File: src/rtl/control_sequencer_if.sv
// Control bus between the hardwired sequencer and the register-select / datapath stages.
// The master side is the sequencer; the slave side is the datapath that supplies opcode and status.
interface control_sequencer_if #(
   parameter int ALU_W = 4
);
   logic [4:0]       opcode;
   logic             con_ff;
   logic             mem_ready;

   logic             gra;
   logic             grb;
   logic             grc;
   logic             rIN;
   logic             rOUT;
   logic             baOUT;
   logic             pc_out;
   logic             pc_in;
   logic             inc_pc;
   logic             mar_in;
   logic             mdr_in;
   logic             mdr_out;
   logic             ir_in;
   logic             read;
   logic             write;
   logic             y_in;
   logic             z_in;
   logic             z_lo_out;
   logic             c_out;
   logic             con_in;
   logic [ALU_W-1:0] alu_op;
   logic             run;
   logic             illegal;

   modport master (
      input  opcode, con_ff, mem_ready,
      output gra, grb, grc, rIN, rOUT, baOUT,
      output pc_out, pc_in, inc_pc, mar_in, mdr_in, mdr_out, ir_in,
      output read, write, y_in, z_in, z_lo_out, c_out, con_in,
      output alu_op, run, illegal
   );

   modport slave (
      output opcode, con_ff, mem_ready,
      input  gra, grb, grc, rIN, rOUT, baOUT,
      input  pc_out, pc_in, inc_pc, mar_in, mdr_in, mdr_out, ir_in,
      input  read, write, y_in, z_in, z_lo_out, c_out, con_in,
      input  alu_op, run, illegal
   );
endinterface

File: src/rtl/control_sequencer.sv
// Hardwired fetch/execute sequencer: a T0..T7 step counter plus a halted flag,
// with every datapath strobe decoded combinationally from (step, opcode, con_ff, mem_ready).
module control_sequencer #(
   parameter int ALU_W = 4
) (
   input logic                 clock,
   input logic                 reset_n,
   control_sequencer_if.master bus
);

   typedef enum logic [2:0] {
      T0, T1, T2, T3, T4, T5, T6, T7
   } step_t;

   localparam logic [4:0] OP_LD   = 5'b00000;
   localparam logic [4:0] OP_LDI  = 5'b00001;
   localparam logic [4:0] OP_ST   = 5'b00010;
   localparam logic [4:0] OP_ADD  = 5'b00011;
   localparam logic [4:0] OP_SUB  = 5'b00100;
   localparam logic [4:0] OP_AND  = 5'b00101;
   localparam logic [4:0] OP_OR   = 5'b00110;
   localparam logic [4:0] OP_ADDI = 5'b01100;
   localparam logic [4:0] OP_BR   = 5'b10010;
   localparam logic [4:0] OP_JR   = 5'b10011;
   localparam logic [4:0] OP_NOP  = 5'b11010;
   localparam logic [4:0] OP_HALT = 5'b11011;

   localparam logic [ALU_W-1:0] ALU_ADD = ALU_W'(0);
   localparam logic [ALU_W-1:0] ALU_SUB = ALU_W'(1);
   localparam logic [ALU_W-1:0] ALU_AND = ALU_W'(2);
   localparam logic [ALU_W-1:0] ALU_OR  = ALU_W'(3);

   typedef struct packed {
      logic             gra;
      logic             grb;
      logic             grc;
      logic             r_in;
      logic             r_out;
      logic             ba_out;
      logic             pc_out;
      logic             pc_in;
      logic             inc_pc;
      logic             mar_in;
      logic             mdr_in;
      logic             mdr_out;
      logic             ir_in;
      logic             read;
      logic             write;
      logic             y_in;
      logic             z_in;
      logic             z_lo_out;
      logic             c_out;
      logic             con_in;
      logic             illegal;
      logic [ALU_W-1:0] alu_op;
   } ctrl_t;

   step_t step;
   logic  halted;
   ctrl_t ctrl;
   ctrl_t ctrl_gated;
   logic  last_step;
   logic  stall;
   logic  is_alu_rr;

   assign is_alu_rr = (bus.opcode == OP_ADD) || (bus.opcode == OP_SUB) ||
                      (bus.opcode == OP_AND) || (bus.opcode == OP_OR);

   // Step/opcode decode; any combination not explicitly listed ends the instruction.
   always_comb begin
      ctrl      = '0;
      last_step = 1'b0;
      stall     = 1'b0;
      case (step)
         T0: begin
            ctrl.pc_out = 1'b1;
            ctrl.mar_in = 1'b1;
            ctrl.inc_pc = 1'b1;
         end
         T1: begin
            ctrl.read   = 1'b1;
            ctrl.mdr_in = 1'b1;
            stall       = !bus.mem_ready;
         end
         T2: begin
            ctrl.mdr_out = 1'b1;
            ctrl.ir_in   = 1'b1;
         end
         T3: begin
            if (is_alu_rr || bus.opcode == OP_ADDI) begin
               ctrl.grb   = 1'b1;
               ctrl.r_out = 1'b1;
               ctrl.y_in  = 1'b1;
            end else if (bus.opcode == OP_LDI || bus.opcode == OP_LD || bus.opcode == OP_ST) begin
               ctrl.grb    = 1'b1;
               ctrl.ba_out = 1'b1;
               ctrl.y_in   = 1'b1;
            end else if (bus.opcode == OP_BR) begin
               ctrl.gra    = 1'b1;
               ctrl.r_out  = 1'b1;
               ctrl.con_in = 1'b1;
            end else if (bus.opcode == OP_JR) begin
               ctrl.gra   = 1'b1;
               ctrl.r_out = 1'b1;
               ctrl.pc_in = 1'b1;
               last_step  = 1'b1;
            end else if (bus.opcode == OP_NOP || bus.opcode == OP_HALT) begin
               last_step = 1'b1;
            end else begin
               ctrl.illegal = 1'b1;
               last_step    = 1'b1;
            end
         end
         T4: begin
            if (is_alu_rr) begin
               ctrl.grc   = 1'b1;
               ctrl.r_out = 1'b1;
               ctrl.z_in  = 1'b1;
               case (bus.opcode)
                  OP_SUB:  ctrl.alu_op = ALU_SUB;
                  OP_AND:  ctrl.alu_op = ALU_AND;
                  OP_OR:   ctrl.alu_op = ALU_OR;
                  default: ctrl.alu_op = ALU_ADD;
               endcase
            end else if (bus.opcode == OP_ADDI || bus.opcode == OP_LDI ||
                         bus.opcode == OP_LD   || bus.opcode == OP_ST) begin
               ctrl.c_out  = 1'b1;
               ctrl.z_in   = 1'b1;
               ctrl.alu_op = ALU_ADD;
            end else if (bus.opcode == OP_BR) begin
               ctrl.pc_out = 1'b1;
               ctrl.y_in   = 1'b1;
            end else begin
               last_step = 1'b1;
            end
         end
         T5: begin
            if (is_alu_rr || bus.opcode == OP_ADDI || bus.opcode == OP_LDI) begin
               ctrl.z_lo_out = 1'b1;
               ctrl.gra      = 1'b1;
               ctrl.r_in     = 1'b1;
               last_step     = 1'b1;
            end else if (bus.opcode == OP_LD || bus.opcode == OP_ST) begin
               ctrl.z_lo_out = 1'b1;
               ctrl.mar_in   = 1'b1;
            end else if (bus.opcode == OP_BR) begin
               ctrl.c_out  = 1'b1;
               ctrl.z_in   = 1'b1;
               ctrl.alu_op = ALU_ADD;
            end else begin
               last_step = 1'b1;
            end
         end
         T6: begin
            if (bus.opcode == OP_LD) begin
               ctrl.read   = 1'b1;
               ctrl.mdr_in = 1'b1;
               stall       = !bus.mem_ready;
            end else if (bus.opcode == OP_ST) begin
               ctrl.gra    = 1'b1;
               ctrl.r_out  = 1'b1;
               ctrl.mdr_in = 1'b1;
            end else if (bus.opcode == OP_BR) begin
               ctrl.z_lo_out = bus.con_ff;
               ctrl.pc_in    = bus.con_ff;
               last_step     = 1'b1;
            end else begin
               last_step = 1'b1;
            end
         end
         T7: begin
            last_step = 1'b1;
            if (bus.opcode == OP_LD) begin
               ctrl.mdr_out = 1'b1;
               ctrl.gra     = 1'b1;
               ctrl.r_in    = 1'b1;
            end else if (bus.opcode == OP_ST) begin
               ctrl.write = 1'b1;
               stall      = !bus.mem_ready;
            end
         end
         default: last_step = 1'b1;
      endcase
   end

   // Reset and halt both force every strobe low without waiting for a clock edge.
   always_comb begin
      ctrl_gated = '0;
      if (reset_n && !halted) begin
         ctrl_gated = ctrl;
      end
   end

   assign bus.gra      = ctrl_gated.gra;
   assign bus.grb      = ctrl_gated.grb;
   assign bus.grc      = ctrl_gated.grc;
   assign bus.rIN      = ctrl_gated.r_in;
   assign bus.rOUT     = ctrl_gated.r_out;
   assign bus.baOUT    = ctrl_gated.ba_out;
   assign bus.pc_out   = ctrl_gated.pc_out;
   assign bus.pc_in    = ctrl_gated.pc_in;
   assign bus.inc_pc   = ctrl_gated.inc_pc;
   assign bus.mar_in   = ctrl_gated.mar_in;
   assign bus.mdr_in   = ctrl_gated.mdr_in;
   assign bus.mdr_out  = ctrl_gated.mdr_out;
   assign bus.ir_in    = ctrl_gated.ir_in;
   assign bus.read     = ctrl_gated.read;
   assign bus.write    = ctrl_gated.write;
   assign bus.y_in     = ctrl_gated.y_in;
   assign bus.z_in     = ctrl_gated.z_in;
   assign bus.z_lo_out = ctrl_gated.z_lo_out;
   assign bus.c_out    = ctrl_gated.c_out;
   assign bus.con_in   = ctrl_gated.con_in;
   assign bus.illegal  = ctrl_gated.illegal;
   assign bus.alu_op   = ctrl_gated.alu_op;
   assign bus.run      = reset_n && !halted;

   // Step counter: advance unless stalled on memory, return to T0 after the last step, freeze once halted.
   always_ff @(posedge clock or negedge reset_n) begin
      if (!reset_n) begin
         step   <= T0;
         halted <= 1'b0;
      end else if (!halted) begin
         if (step == T3 && bus.opcode == OP_HALT) begin
            halted <= 1'b1;
            step   <= T0;
         end else if (!stall) begin
            step <= last_step ? T0 : step_t'(step + 3'd1);
         end
      end
   end

endmodule

File: src/flat_wrapper.sv
// flat-port wrapper written by rule: the top's interface ports become plain ports
module control_sequencer_flat 
#(
   parameter int ALU_W = 4
)
  (clock, reset_n, bus_opcode, bus_con_ff, bus_mem_ready, bus_gra, bus_grb, bus_grc, bus_rIN, bus_rOUT, bus_baOUT, bus_pc_out, bus_pc_in, bus_inc_pc, bus_mar_in, bus_mdr_in, bus_mdr_out, bus_ir_in, bus_read, bus_write, bus_y_in, bus_z_in, bus_z_lo_out, bus_c_out, bus_con_in, bus_alu_op, bus_run, bus_illegal);
  control_sequencer_if #(.ALU_W(ALU_W)) bus_i ();
  input logic clock;
  input logic reset_n;
  input wire logic [$bits(bus_i.opcode)-1:0] bus_opcode;
  input wire logic [$bits(bus_i.con_ff)-1:0] bus_con_ff;
  input wire logic [$bits(bus_i.mem_ready)-1:0] bus_mem_ready;
  output wire logic [$bits(bus_i.gra)-1:0] bus_gra;
  output wire logic [$bits(bus_i.grb)-1:0] bus_grb;
  output wire logic [$bits(bus_i.grc)-1:0] bus_grc;
  output wire logic [$bits(bus_i.rIN)-1:0] bus_rIN;
  output wire logic [$bits(bus_i.rOUT)-1:0] bus_rOUT;
  output wire logic [$bits(bus_i.baOUT)-1:0] bus_baOUT;
  output wire logic [$bits(bus_i.pc_out)-1:0] bus_pc_out;
  output wire logic [$bits(bus_i.pc_in)-1:0] bus_pc_in;
  output wire logic [$bits(bus_i.inc_pc)-1:0] bus_inc_pc;
  output wire logic [$bits(bus_i.mar_in)-1:0] bus_mar_in;
  output wire logic [$bits(bus_i.mdr_in)-1:0] bus_mdr_in;
  output wire logic [$bits(bus_i.mdr_out)-1:0] bus_mdr_out;
  output wire logic [$bits(bus_i.ir_in)-1:0] bus_ir_in;
  output wire logic [$bits(bus_i.read)-1:0] bus_read;
  output wire logic [$bits(bus_i.write)-1:0] bus_write;
  output wire logic [$bits(bus_i.y_in)-1:0] bus_y_in;
  output wire logic [$bits(bus_i.z_in)-1:0] bus_z_in;
  output wire logic [$bits(bus_i.z_lo_out)-1:0] bus_z_lo_out;
  output wire logic [$bits(bus_i.c_out)-1:0] bus_c_out;
  output wire logic [$bits(bus_i.con_in)-1:0] bus_con_in;
  output wire logic [$bits(bus_i.alu_op)-1:0] bus_alu_op;
  output wire logic [$bits(bus_i.run)-1:0] bus_run;
  output wire logic [$bits(bus_i.illegal)-1:0] bus_illegal;
  assign bus_i.opcode = bus_opcode;
  assign bus_i.con_ff = bus_con_ff;
  assign bus_i.mem_ready = bus_mem_ready;
  assign bus_gra = bus_i.gra;
  assign bus_grb = bus_i.grb;
  assign bus_grc = bus_i.grc;
  assign bus_rIN = bus_i.rIN;
  assign bus_rOUT = bus_i.rOUT;
  assign bus_baOUT = bus_i.baOUT;
  assign bus_pc_out = bus_i.pc_out;
  assign bus_pc_in = bus_i.pc_in;
  assign bus_inc_pc = bus_i.inc_pc;
  assign bus_mar_in = bus_i.mar_in;
  assign bus_mdr_in = bus_i.mdr_in;
  assign bus_mdr_out = bus_i.mdr_out;
  assign bus_ir_in = bus_i.ir_in;
  assign bus_read = bus_i.read;
  assign bus_write = bus_i.write;
  assign bus_y_in = bus_i.y_in;
  assign bus_z_in = bus_i.z_in;
  assign bus_z_lo_out = bus_i.z_lo_out;
  assign bus_c_out = bus_i.c_out;
  assign bus_con_in = bus_i.con_in;
  assign bus_alu_op = bus_i.alu_op;
  assign bus_run = bus_i.run;
  assign bus_illegal = bus_i.illegal;
  control_sequencer #(.ALU_W(ALU_W)) u_core (.clock(clock), .reset_n(reset_n), .bus(bus_i));
endmodule
File: config.mk
export PLATFORM = sky130hd
export DESIGN_NAME = control_sequencer_flat
export DESIGN_NICKNAME = d
export VERILOG_FILES = /design/src/rtl/control_sequencer_if.sv /design/src/rtl/control_sequencer.sv /design/src/flat_wrapper.sv
export SDC_FILE = /design/constraint.sdc
export NUM_CORES = 1
export LEC_CHECK = 0
export CAP_MARGIN = 15
export CORE_MARGIN = 3
export CORE_UTILIZATION = 62
export DETAILED_ROUTE_END_ITERATION = 10
export DONT_BUFFER_PORTS = 1
export PLACE_DENSITY = 0.79
export SKIP_CTS_REPAIR_TIMING = 1
export SLEW_MARGIN = 20
export SYNTH_ARGS = -nofsm -noshare
export SYNTH_HDL_FRONTEND = slang
export SYNTH_SLANG_ARGS = --single-unit
File: constraint.sdc
create_clock -name clock -period 1.9 [get_ports clock]
set_input_delay 0.285 -clock clock [delete_from_list [all_inputs] [get_ports clock]]
set_output_delay 0.285 -clock clock [all_outputs]
set_load 0.01 [all_outputs]
Word-level counts from Yosys, hierarchy flattened. Index checks and enable logic that the tools add are counted. Widths: inputs -> output; s select.

Flip-flop bits (word level): 4. Input bits: 9. Output and inout port bits: 26. Logic and storage cells: 121.

Add/sub/neg operators: 1. Equal/unequal tests: 19. Multiplexer cells: 79. Bitwise gates (word level): 1. Reductions and logical operators: 19.

Operators with widths (count): $mux 1 (54); $mux 25 (1); $pmux 1 s2 (11); $eq 5x5->1 const B (4); $eq 5x3->1 const B (3); $eq 3x3->1 const B (4); $logic_or 1x1->1 (12); $eq 5x2->1 const B (2); $mux 3 (3); $mux 2 (4); $eq 3x2->1 const B (2); $pmux 1 s3 (2); $pmux 2 s3 (1); $eq 5x1->1 const B (1); $eq 5x4->1 const B (1); $logic_not 5->1 (1); $pmux 1 s5 (1); $mux 4 (1); $pmux 1 s4 (1); $add 3x1->3 const B (1); $eq 3x1->1 const B (1); $logic_not 3->1 (1); $logic_and 1x1->1 (2); $logic_not 1->1 (2); 3 further kinds (3).

Logic depth before layout (Yosys ltp). Gate-level depths: netlist (run 1).

Word-level depth: 11. Depth in mapped cells: 8. Gate-level depth less buffers: 7.

Least setup slack after synthesis (run 1). Ideal clock, no wire load.

Kind: reg2out. Start point: reg u_core.step[1]. End point: out bus_pc_in. Arrival time: 1.585 ns. Data required time: 1.615 ns. Slack: 0.030 ns. Stages on the path, launching flop included: 8. Buffers on the path: 1. Cell sequence: dfrtp_1 -> ha_1 -> ha_1 -> buf_2 -> nand4_1 -> nor2_1 -> o21ai_0 -> o21ai_0.

Word-level cells in the longest chain between the ends: 3. Elaborated cells on any way between the ends: 4. Classes of those cells: eq/ne (2); mux (2).

Ends and longest elaborated chain: from (decl) (RTL line control_sequencer.sv:58) `step_t step;`; from (signal assigned) (RTL line control_sequencer.sv:228) `step <= last_step ? T0 : step_t'(step + 3'd1);`; $eq 3x3->1 / $eq 3x2->1 (equally long branches) (RTL line control_sequencer.sv:74) `case (step)`; $pmux 1 s2 * (RTL line control_sequencer.sv:74); $mux 25 * (RTL line control_sequencer.sv:189) `if (reset_n && !halted) begin`; to (decl) (RTL line flat_wrapper.sv:20) `output wire logic [$bits(bus_i.pc_in)-1:0] bus_pc_in;`.

Every way passes the cells marked *; elsewhere a longest branch is shown, timed or not.

Final worst setup path (run 1). Ends and elaborated chain as after synthesis.

==> results of run 1 <==
synth_stat cells (3+ instances only):
master,instances,area share
a21oi_1,12,0.069
and3_1,6,0.043
buf_2,3,0.017
clkbuf_1,5,0.022
dfrtp_1,4,0.11
ha_1,6,0.086
inv_1,8,0.034
nand2_1,18,0.077
nand2b_1,5,0.036
nand3_1,7,0.040
nand4_1,3,0.022
nor2_1,12,0.052
nor2b_1,3,0.022
nor3_1,3,0.017
o21ai_0,7,0.040
o22ai_1,4,0.029
or3_1,3,0.022
final timing paths:
kind / endpoint / cells past startpoint / start
max in group asynchronous: u_core.step[2] / 1 / reset_n
setup reg to reg: u_core.step[2] / 8 / u_core.step[1]
hold / removal: u_core.halted / 1 / bus_opcode[2]
hold reg to reg: u_core.halted / 2 / u_core.halted
min in group asynchronous: u_core.halted / 1 / reset_n
setup / recovery: bus_pc_in / 7 / u_core.step[1]
registers in the layout, indices dropped and copies added (netlist names):
name           count
u_core.step        3
u_core.halted      1
cell usage in the layout (no fill, tap or decap), drive strengths merged:
master and count:
buf 22, a21oi 12, o2111a 1, a311oi 1, o21ai 8, a22oi 2, maj3 1, dfrtp 4
o32ai 1, nand2 18, conb 2, ha 6, xnor2 1, and2 2, or3 3, nand3 7
mux2i 2, inv 8, o31ai 1, nand4 3, o41ai 1, clkbuf 3, nand2b 5, o22ai 4
and3 6, o21a 2, nor2b 3, a31oi 2, a211oi 2, or3b 1, o211ai 2, dlygate4sd3 1
nor4 1, nor2 13, nor3 3
power by group:
part	switching [mW]	internal (mW)
sequential	0	0.0856
clock	0.0335	0.0706
combinational	0.0337	0.0177
routing by layer:
metal,part of all wire,vias to the layer above,track usage
li1,-,521,-
met1,0.32,579,0.412
met2,0.43,182,0.531
met3,0.17,63,0.0996
met4,0.075,0,0.181
met5,0,-,0
cell families (layout without fill, tap and decap cells):
group,count (synthesis),in the layout,share of synthesized area
muxes,2,2,0.0230
buffers and inverters,18,34,0.0904
AOI/OAI and AO/OA,39,39,0.291
adders and majority gates,7,7,0.0976
xor gates and xnor gates,1,1,0.0100
other,1,2,0.00430
DFF,4,4,0.115
and+or+nand+nor,65,65,0.369
area by class of cell:
cell class | instances | area (sq um) | area share
tap | 14 | 17.5 | 0.0152
inverter | 8 | 30.0 | 0.0261
timing repair buffer | 23 | 175 | 0.152
multi-input combinational | 116 | 803 | 0.697
sequential | 4 | 104 | 0.0901
clock buffer | 3 | 22.5 | 0.0195
per-stage QoR:
step	setup slack [ns]	instance area [sq um]
6_report	-0.141	1150
5_1_grt	-0.184	1150
4_1_cts	-0.181	987
3_5_place_dp	0.0548	965
3_3_place_gp	0.160	965
2_1_floorplan	0.0298	876
==> impl_results.md, run 1 <==
* Delay-heaviest family, CP: flip-flops
* CP Cell Sequence: ha_4, ha_4, nand4_1, nor2_2, o21ai_1, o21ai_1, buf_4
* CP max-delay cell: dfrtp_2
* Final setup margin at -0.141 ns
* DIE WIDTH at 43.5 um
* Register area share after synthesis at 0.115
* Utilization after layout at 0.948
* Area Growth Syn to Fin at 32.1%
* Sinks on Clock Net at 4
* Io pins at 35
* WL per Instance at 24.3 um
* Via/cell ratio at 8.01
* Num CTS Buffers at 3
* Gp weighted congestion at 1.02
* PortBufs at 0
* Drc violations at 1
* DIE HEIGHT at 43.5 um
* CTS Buffer Depth at 2
* Nets at between 150 and 200
* Routed WL at 4090 um
* Fill cells at 36
* Most used DFF post-synth: dfrtp_1
* Initial drt markers at 185
* Mapped Area at about 870 sq um
* CTS H-tree lvls at 1
* Hold_ws at 0.193 ns
* Root Driver: clkbuf_4
* Max Cap Violations at 0
* CP Launch Type: register
* Total global-route track usage at 0.338
* Share of layout cells above drive strength 1 at 0.325
* Num rows at 12
* Async set-or-reset flop fraction in the synthesized netlist at 1.00
* Clk pin slew, worst setup/hold paths at 0.04 ns
* Synth unique cells at 37
* Number of max-slew violations in the final report at 0
* Cells after synthesis at about 140
* Core area at 0.00122 sq mm
* Initial Util at 0.717
* Post-synthesis register bit count at 4
* Warnings from Yosys at 0
* Mapped Avg Cell Area at between 6 and 7 sq um
* CTS tree: yes
* WP data arrival at 1.76 ns
* Worst clock skew at ~0.0007 ns
* N_diodes at 0
* RSZ-0062 raised after global routing: yes
* Number of synthesized flops with an enable pin at 0
* Detailed Place HPWL at ~2200 um
* Failing checks: design-rule violations, negative setup slack
* CP Class: register to output port
* Power Density at roughly 210 mW/mm^2
* Fin crit share at 1.07
* Worst-case vdd ir drop at 0.319 mV
* DP Cell Count at between 150 and 200
* Fin crit period at just over 2 ns
* Gr ovfl total at 0
* Worst-Skew Late Latency at ~0.23 ns
* Final setup viols at 15
* Via count at approximately 1,300
* Worst min path class: input port to register
* Vias in the first global route at 1,097
* Setup crit end kind: output port
* Outcome: finished, violations left
* R2r setup slk at -0.06 ns
* CP Max Fanout at 4
* Req. time, crit path at ~1.6 ns
* Crit path buffers/inverters at 1
* First-pass DRT Iterations at 8
* First-pass GRT wire length at around 5000 um
* Fmax at ~500 MHz
* Post-route insts no fill at 168
* CP peak stage delay at 0.44 ns
* Die footprint at 0.00189 sq mm
* Fin. Hold Viols at 0
* TNS Setup at -1.25 ns
* Pin count of the biggest net entering global routing at 18
* Antenna viol nets, final at 0
* Total Power at 0.241 mW
* Static Leak at 0.440 nW
* Initial antenna violation count at 0
(Power assumes the default switching activity.)
==> inputs of run 2 (changes only) <==
Settings changed: SETUP_SLACK_MARGIN set to 0.02.
==> run 2 against run 1 <==
Net effect: the run still ends with design-rule violations, negative setup slack left; count of clock-buffer cells in the layout unchanged; global-route usage unchanged; critical path depth decreased by 1; clock power increased by 7%; sequential power about the same; sequential share of layout area decreased by 0.21 points; utilization increased by 2.3 points; wire length increased by 13%; via count increased by 5.3%; sequential cell count unchanged; highest routed layer unchanged.
==> impl_results.md, run 2 (synthesized netlist as in run 1, its figures left out) <==
* Outcome: finished, violations left
* Failing checks: design-rule violations, negative setup slack
* Fin crit period at 2.05 ns
* CTS H-tree lvls at 1
* WP data arrival at 1.77 ns
* Initial drt markers at 287
* Root Driver: clkbuf_4
* Setup crit end kind: output port
* Area Growth Syn to Fin at 35.3%
* RSZ-0062 raised after global routing: yes
* Routed WL at approximately 4600 um
* Io pins at 35
* M1 GR Usage at 0.412
* DIE WIDTH at 43.5 um
* Via count at 1,416
* Most frequent cells in the layout: buf_4 (22), nand2_1 (18), nor2_1 (8), a21oi_1 (8), nand3_1 (7)
* Worst min path class: input port to register
* Final setup viols at 12
* PortBufs at 0
* Gr busiest metal: met2
* CP Max Fanout at 9
* Clk pin slew, worst setup/hold paths at 0.04 ns
* Final setup margin at -0.153 ns
* Initial antenna violation count at 0
* Worst-case vdd ir drop at 0.271 mV
* M2 GR Usage at 0.531
* CP max-delay cell: dfrtp_1
* Pin count of the biggest net entering global routing at 18
* CTS Buffer Depth at 2
* Gr ovfl total at 0
* Nets at around 170
* Static Leak at roughly 0.45 nW
* WL per Instance at around 28 um
* Antenna viol nets, final at 0
* Fin. Hold Viols at 0
* DIE HEIGHT at 43.5 um
* Gp weighted congestion at 1.02
* Worst-Skew Late Latency at 0.24 ns
* CP Class: register to output port
* Top flop regs: u_core.step x3, u_core.halted x1
* CP Launch Type: register
* Hold_ws at 0.201 ns
* Share of layout cells above drive strength 1 at 0.357
* Fin crit share at 1.08
* Drc violations at 35
* Met3 GRT Util at 0.0996
* First-pass DRT Iterations at 11
* First-pass GRT wire length at 4990 um
* Worst clock skew at around 0.008 ns
* Sinks on Clock Net at 4
* Number of max-slew violations in the final report at 0
* CP Cell Sequence: inv_1, nand2_1, inv_1, nand2_1, a211oi_2, buf_4
* Die footprint at 0.00189 sq mm
* Total global-route track usage at 0.338
* Max FFs per register at 3
* Power Density at approximately 210 mW/mm^2
* Via/cell ratio at approximately 8.4
* Leading cell type in the layout, fill and taps excluded: buf_4
* Most flops, register: u_core.step
* Vias in the first global route at between 1,000 and 1,500
* Req. time, crit path at 1.62 ns
* Fmax at 487 MHz
* Initial Util at 0.717
* Detailed Place HPWL at 2200 um
* Num CTS Buffers at 3
* Num rows at 12
* Total Power at 0.250 mW
* Core area at 0.00122 sq mm
* Max Cap Violations at 0
* N_diodes at 0
* CTS tree: yes
* CP peak stage delay at ~0.40 ns
[run 2: report_power, final]
part	switching, mW	internal, mW	leakage [nW]
registers	0	0.0855	0.0457
clock network	0.0397	0.0710	0.0138
logic	0.0350	0.0184	0.395
[run 2: area by class of cell]
cell class | count | area, sq um
Sequential cell | 4 | 104
Multi-Input combinational cell | 116 | 831
Inverter | 8 | 30.0
Timing Repair Buffer | 23 | 175
Clock buffer | 3 | 22.5
Tap cell | 14 | 17.5
Fill cell | 20 | 36.3
[run 2: metrics by stage]
step	cell area, sq um	setup WS, ns	setup TNS (ns)	util	std cells
global placement	965	0.160	0	0.793	158
CTS	987	-0.181	-0.746	0.812	161
global route	1180	-0.252	-1.78	0.970	168
detailed placement	965	0.0548	0	0.793	158
floorplan	876	0.0298	0	-	138
finish	1180	-0.153	-1.06	0.970	168
[run 2: per-layer routing]
metal,vias up,wire (um)
met2,202,1820
met4,0,512
li1,522,-
met1,603,1440
met3,89,840
met5,-,0
[run 2: final timing paths]
kind / slack, ns / depth (start not counted) / endpoint / from
max in group asynchronous: 1.39 / 1 / u_core.step[1] / reset_n
hold reg to reg: 0.62 / 2 / u_core.halted / u_core.halted
setup reg to reg: -0.03 / 8 / u_core.step[2] / u_core.step[1]
setup / recovery: -0.15 / 6 / bus_z_in / u_core.halted
min in group asynchronous: 0.31 / 1 / u_core.step[2] / reset_n
hold / removal: 0.20 / 1 / u_core.halted / bus_opcode[2]
[run 2: critical path, delay by kind of cell, from the launching register on]
family | cells | cell delay [ns]
buf+inv | 3 | 0.54
flops | 1 | 0.40
simple gates | 2 | 0.31
compound gates | 1 | 0.28
